===== config.mk =====
export PLATFORM = sky130hd
export DESIGN_NAME = logicnet_pipe_ctrl_flat
export DESIGN_NICKNAME = d
export VERILOG_FILES = /design/src/rtl/logicnet_pipe_ctrl_pkg.sv /design/src/rtl/logicnet_pipe_ctrl_if.sv /design/src/rtl/logicnet_pipe_ctrl_vbit.sv /design/src/rtl/logicnet_pipe_ctrl.sv /design/src/flat_wrapper.sv
export SDC_FILE = /design/constraint.sdc
export NUM_CORES = 1
export LEC_CHECK = 0
export CAP_MARGIN = 20
export CORE_AREA = 2 2 39 41
export CTS_BUF_LIST = sky130_fd_sc_hd__clkbuf_8
export CTS_CLUSTER_SIZE = 10
export DETAILED_ROUTE_END_ITERATION = 10
export DIE_AREA = 0 0 41 43
export PLACE_DENSITY = 0.67
export SETUP_SLACK_MARGIN = 0.02
export SLEW_MARGIN = 20
export SYNTH_ARGS = -nofsm -noshare
export SYNTH_HDL_FRONTEND = slang
export SYNTH_HIERARCHICAL = 1
export SYNTH_SLANG_ARGS = --single-unit

===== constraint.sdc =====
create_clock -name clk -period 3.3 [get_ports clk]
set_clock_uncertainty 0.2 [all_clocks]
set_input_delay 0.99 -clock clk [delete_from_list [all_inputs] [get_ports clk]]
set_output_delay 0.99 -clock clk [all_outputs]
set_load 0.005 [all_outputs]

===== src/rtl/logicnet_pipe_ctrl_pkg.sv =====
// Shared constants and helpers for the LogicNets layer-chain pipeline controller.
package logicnet_ctrl_pkg;

    localparam int DEF_NUM_STAGES = 4;
    localparam int DEF_CNT_W      = 32;

    // Bits needed to count 0..n valid stages.
    function automatic int occ_w(input int n);
        return $clog2(n + 1);
    endfunction

endpackage


===== src/rtl/logicnet_pipe_ctrl_if.sv =====
// Handshake/enable bundle between the layer-chain wrapper and the pipeline controller.
interface logicnet_pipe_ctrl_if
    import logicnet_ctrl_pkg::*;
#(
    parameter int NUM_STAGES = DEF_NUM_STAGES
);
    logic                               in_valid;
    logic                               in_ready;
    logic                               flush;
    logic                               out_valid;
    logic                               out_ready;
    logic [NUM_STAGES-1:0]              stage_en;
    logic [NUM_STAGES-1:0]              stage_valid;
    logic [occ_w(NUM_STAGES)-1:0]       occupancy;

    modport master (
        output in_valid, flush, out_ready,
        input  in_ready, out_valid, stage_en, stage_valid, occupancy
    );

    modport slave (
        input  in_valid, flush, out_ready,
        output in_ready, out_valid, stage_en, stage_valid, occupancy
    );
endinterface


===== src/rtl/logicnet_pipe_ctrl_vbit.sv =====
// One valid-bit cell of the pipeline: tracks whether its layer register holds a sample.
module logicnet_pipe_vbit
    import logicnet_ctrl_pkg::*;
(
    input  logic clk,
    input  logic rst,
    input  logic up,
    input  logic rdy_next,
    input  logic flush,
    output logic v,
    output logic rdy,
    output logic en
);
    logic v_q, v_d;

    // An empty stage always accepts, so bubbles collapse under backpressure.
    assign rdy = !v_q || rdy_next;
    assign en  = up && rdy && !flush;
    assign v   = v_q;

    always_comb begin
        v_d = 1'b0;
        if (flush)                v_d = 1'b0;
        else if (en)              v_d = 1'b1;
        else if (v_q && !rdy_next) v_d = 1'b1;
    end

    always_ff @(posedge clk) begin
        if (rst) v_q <= 1'b0;
        else     v_q <= v_d;
    end
endmodule


===== src/rtl/logicnet_pipe_ctrl.sv =====
// Valid/ready clock-enable controller for the registered LogicNets layer chain.
// Optional saturating performance counters are built when LOGICNET_PERF_CNT_EN is defined.
module logicnet_pipe_ctrl
    import logicnet_ctrl_pkg::*;
#(
    parameter int NUM_STAGES = DEF_NUM_STAGES,
    parameter int CNT_W      = DEF_CNT_W
)(
    input  logic                 clk,
    input  logic                 rst,
    logicnet_pipe_ctrl_if.slave  pif
`ifdef LOGICNET_PERF_CNT_EN
    ,
    output logic [CNT_W-1:0]     perf_in_cnt,
    output logic [CNT_W-1:0]     perf_out_cnt,
    output logic [CNT_W-1:0]     perf_stall_cnt
`endif
);
    localparam int OCC_W = occ_w(NUM_STAGES);

    logic [NUM_STAGES:0]   rdy;
    logic [NUM_STAGES-1:0] up, v, en;
    logic                  in_fire, out_fire;
    logic [OCC_W-1:0]      occ_q, occ_d;

    assign rdy[NUM_STAGES] = pif.out_ready;

    for (genvar i = 0; i < NUM_STAGES; i++) begin : g_stage
        if (i == 0) begin : g_head
            assign up[i] = pif.in_valid;
        end else begin : g_body
            assign up[i] = v[i-1];
        end

        logicnet_pipe_vbit u_vbit (
            .clk      (clk),
            .rst      (rst),
            .up       (up[i]),
            .rdy_next (rdy[i+1]),
            .flush    (pif.flush),
            .v        (v[i]),
            .rdy      (rdy[i]),
            .en       (en[i])
        );
    end

    assign pif.in_ready    = rdy[0] && !pif.flush;
    assign pif.stage_en    = en;
    assign pif.stage_valid = v;
    assign pif.out_valid   = v[NUM_STAGES-1];
    assign pif.occupancy   = occ_q;

    assign in_fire  = en[0];
    assign out_fire = v[NUM_STAGES-1] && pif.out_ready && !pif.flush;

    // Internal hand-offs conserve the count, so only the ends change occupancy.
    always_comb begin
        occ_d = occ_q;
        if (pif.flush) occ_d = '0;
        else           occ_d = occ_q + OCC_W'(in_fire) - OCC_W'(out_fire);
    end

    always_ff @(posedge clk) begin
        if (rst) occ_q <= '0;
        else     occ_q <= occ_d;
    end

`ifdef LOGICNET_PERF_CNT_EN
    logic [CNT_W-1:0] perf_in_q, perf_out_q, perf_stall_q;
    logic             stall;

    assign stall = v[NUM_STAGES-1] && !pif.out_ready;

    // Counters saturate and survive flush; only rst clears them.
    always_ff @(posedge clk) begin
        if (rst) begin
            perf_in_q    <= '0;
            perf_out_q   <= '0;
            perf_stall_q <= '0;
        end else begin
            if (in_fire  && !(&perf_in_q))    perf_in_q    <= perf_in_q    + CNT_W'(1);
            if (out_fire && !(&perf_out_q))   perf_out_q   <= perf_out_q   + CNT_W'(1);
            if (stall    && !(&perf_stall_q)) perf_stall_q <= perf_stall_q + CNT_W'(1);
        end
    end

    assign perf_in_cnt    = perf_in_q;
    assign perf_out_cnt   = perf_out_q;
    assign perf_stall_cnt = perf_stall_q;
`else
    logic unused_cnt_w;
    assign unused_cnt_w = |CNT_W;
`endif
endmodule


===== src/flat_wrapper.sv =====
// flat-port wrapper written by rule: the top's interface ports become plain ports
module logicnet_pipe_ctrl_flat import logicnet_ctrl_pkg::*;
#(
    parameter int NUM_STAGES = DEF_NUM_STAGES,
    parameter int CNT_W      = DEF_CNT_W
)
  (clk, rst, pif_in_valid, pif_flush, pif_out_ready, pif_in_ready, pif_out_valid, pif_stage_en, pif_stage_valid, pif_occupancy);
  logicnet_pipe_ctrl_if #(.NUM_STAGES(NUM_STAGES)) pif_i ();
  input  logic clk;
  input  logic rst;
  input wire logic [$bits(pif_i.in_valid)-1:0] pif_in_valid;
  input wire logic [$bits(pif_i.flush)-1:0] pif_flush;
  input wire logic [$bits(pif_i.out_ready)-1:0] pif_out_ready;
  output wire logic [$bits(pif_i.in_ready)-1:0] pif_in_ready;
  output wire logic [$bits(pif_i.out_valid)-1:0] pif_out_valid;
  output wire logic [$bits(pif_i.stage_en)-1:0] pif_stage_en;
  output wire logic [$bits(pif_i.stage_valid)-1:0] pif_stage_valid;
  output wire logic [$bits(pif_i.occupancy)-1:0] pif_occupancy;
  assign pif_i.in_valid = pif_in_valid;
  assign pif_i.flush = pif_flush;
  assign pif_i.out_ready = pif_out_ready;
  assign pif_in_ready = pif_i.in_ready;
  assign pif_out_valid = pif_i.out_valid;
  assign pif_stage_en = pif_i.stage_en;
  assign pif_stage_valid = pif_i.stage_valid;
  assign pif_occupancy = pif_i.occupancy;
  logicnet_pipe_ctrl #(.NUM_STAGES(NUM_STAGES), .CNT_W(CNT_W)) u_core (.clk(clk), .rst(rst), .pif(pif_i));
endmodule

==> results of run 1 <==
logic make-up after synthesis:
logic type	after synthesis
AOI/OAI and AO/OA	4
xor gates and xnor gates	1
adders and majority gates	3
buffers and inverters	9
DFF	7
and+or+nand+nor	14
registers in the layout, summed over array words and instances, names as in the netlist:
name / flops
u_core/g_stage.u_vbit/v: 4
u_core/pif.occupancy: 3
area by class of cell:
class                           count  share of cell area [%]
Tap cell                           16                    2.79
Clock buffer                        3                    5.75
Clock inverter                      1                   0.523
Sequential cell                     7                    19.5
Inverter                            7                    3.66
Multi-Input combinational cell     22                    36.6
Timing Repair Buffer               26                    31.2
stage by stage:
step                      utilization (%)  hold slack (ns)  cells  TNS (ns)  instance area (um^2)
after global placement               46.8            0.315     76     -3.36                   648
after floorplan                         -            0.308     38         0                   420
after CTS                            51.4            0.335     82         0                   711
after global routing                 51.9            0.370     82         0                   718
final                                51.9            0.334     82         0                   718
after detailed placement             46.8            0.326     76     -3.50                   648
worst paths after layout:
| check | from | endpoint | slack, ns | cells after the start |
|---|---|---|---|---|
| hold reg to reg | u_core/g_stage[0].u_vbit/v | u_core/g_stage[1].u_vbit/v | 0.33 | 2 |
| setup reg to reg | u_core/g_stage[3].u_vbit/v | u_core/pif.occupancy[2] | 0.71 | 14 |
| hold / removal | u_core/g_stage[0].u_vbit/v | u_core/g_stage[1].u_vbit/v | 0.33 | 2 |
| setup / recovery | pif_flush | pif_stage_en[3] | 0.09 | 3 |
cell usage after synthesis (all sizes together):
cell and instances:
a211oi 4, buf 2, dfxtp 7, fa 1
ha 2, inv 7, nand2 1, nand2b 4
nor2 1, nor2b 1, nor3 2, nor3b 5
xnor3 1
per-layer routing:
metal  track usage (%)  vias up  wire (um)
met3              3.14        0         53
met5                 0        -          0
li1                  -      181          -
met1              15.0      164        401
met4              6.00        0          0
met2              21.3       12        479
critical path: stages:
cell             delay, ns
dlygate4sd2_1         0.33
nor3b_2               0.18
clkdlybuf4s50_1       0.51
timing repair:
action,CTS,global route
setup buffers,2,0
resized for setup,18,4
setup endpoints to repair,7,4
where the power goes:
| part | internal (uW) | switching (uW) | leakage [uW] |
|---|---|---|---|
| combinational | 13.8 | 11.3 | 0.000227 |
| clock | 80.3 | 36.0 | 0.0000269 |
| sequential | 86.4 | 1.37 | 0.0000567 |
==> impl_results.md, run 1 <==
- Maximum fanout along the worst path: 7
- Share of layout cells above drive strength 1: 42.4%
- Max transition margin: 72.7%
- Outcome: complete, no violations
- Footprint of the multi-input gates: 263 um^2
- Ant. Diodes: 0
- Mapped Area: 420 um^2
- HP Class: flip-flop to flip-flop
- Vias in the first global route: 344
- Final worst slack: 0.0889 ns
- Crit path time final: 3.21 ns
- Worst vdd ir: 0.150 mV
- Hold-fix buffers, CTS: 0
- DIE AREA: 0.00176 mm^2
- Post-synth cell types: 14
- Core footprint: 0.00138 mm^2
- Pre-CTS setup slack: -0.642 ns
- Multiplexer share of the synthesized area: 0%
- MaxCap Viol Count: 0
- Final Hold Violating Endpoints: 0
- Fin nets: 75
- Unrepaired setup endpoints after global routing: false
- Yosys top cell by area: dfxtp_1
- DRT antenna net count: 0
- CP Launch Type: primary input
- Initial Util: 30.4%
- PortBufs: 17
- Syn Area/Cell: 11.1 um^2
- Total grt overflow: 0
- Post-synthesis sequential area ratio: 33.3%
- Commonest non-fill, non-tap cells in the layout: 11 x clkdlybuf4s50_1, 8 x inv_1, 8 x buf_4
- Post-Synth Simple-Gate Area: 28.9%
- Mapped Cells: 38
- Compound-Gate Fraction of Synth Area: 11.9%
- Power Density: 319 mW/mm^2
- Root Buffer: clkbuf_8
- CTS sink cnt: 7
- Die Ht: 43 um
- CP Capture Type: primary output
- Drt total wl: 935 um
- First-pass GRT wire length: 1.51 mm
- Syn. warnings: 6
- Largest family of logic cells by synthesized area: simple AND/OR/NAND/NOR gates
- Least-Margin Pin Slew: 0.408 ns
- Synth top area share: 33.3%
- XOR/XNOR share of the synthesized area: 5.36%
- Post-synthesis adder-cell area fraction: 10.7%
- Detail Placement HPWL: 682 um
- Period utilization: 97.3%
- Average wire per standard cell: 11.4 um
- Longest Clk Path Bufs: 2
- CTS tree: built
- Largest net degree at the start of global routing: 8
- Mapped Nets: 46
- Synth-to-layout area growth: 70.8%
- Initial antenna violation count: 0
- Setup CP Type: primary input to primary output
- Fin. max-slew vios: 0
- Finish-stage setup viols: 0
- FF/Latch Area: 140 um^2
- GPL Wtd Cong: 0.634
- Num CTS Buffers: 3
- Worst skew pair latency: 0.22 ns
- Layout fillers: 137
- Register clock-pin slew on the reported worst setup and hold paths: 0.04 ns
- Most common cell after layout, fill and taps aside: clkdlybuf4s50_1
- Chip Width: 41 um
- DR vias: 357
- Vias per cell: 4.35
- Initial DRT Pass Iterations: 1
- FP Rows: 14
- Top Ports: 18
- H-tree levels: 1
- Largest cells by area after synthesis: dfxtp_1 33%, nand2b_4 13%, a211oi_2 12%
- Critical Path RT: 2.11 ns
- Highest clock rate: 0.311 GHz
- Initial DRC count: 0
- Seq cells post-synth: 7
- Pleak: 0.000311 uW
- Total track usage: 13.0%
- Total power: 229 uW
- Residual DRC: 0
- Crit path DAT: 2.02 ns
No activity file was read; power rests on OpenSTA's default activity.
==> inputs of run 2 (changes only) <==
- CTS_CLUSTER_DIAMETER: not set -> 60
- SLEW_MARGIN: 20 -> not set
==> results of run 2 <==
Final layout, timing and power as in run 1 (identical DEF).
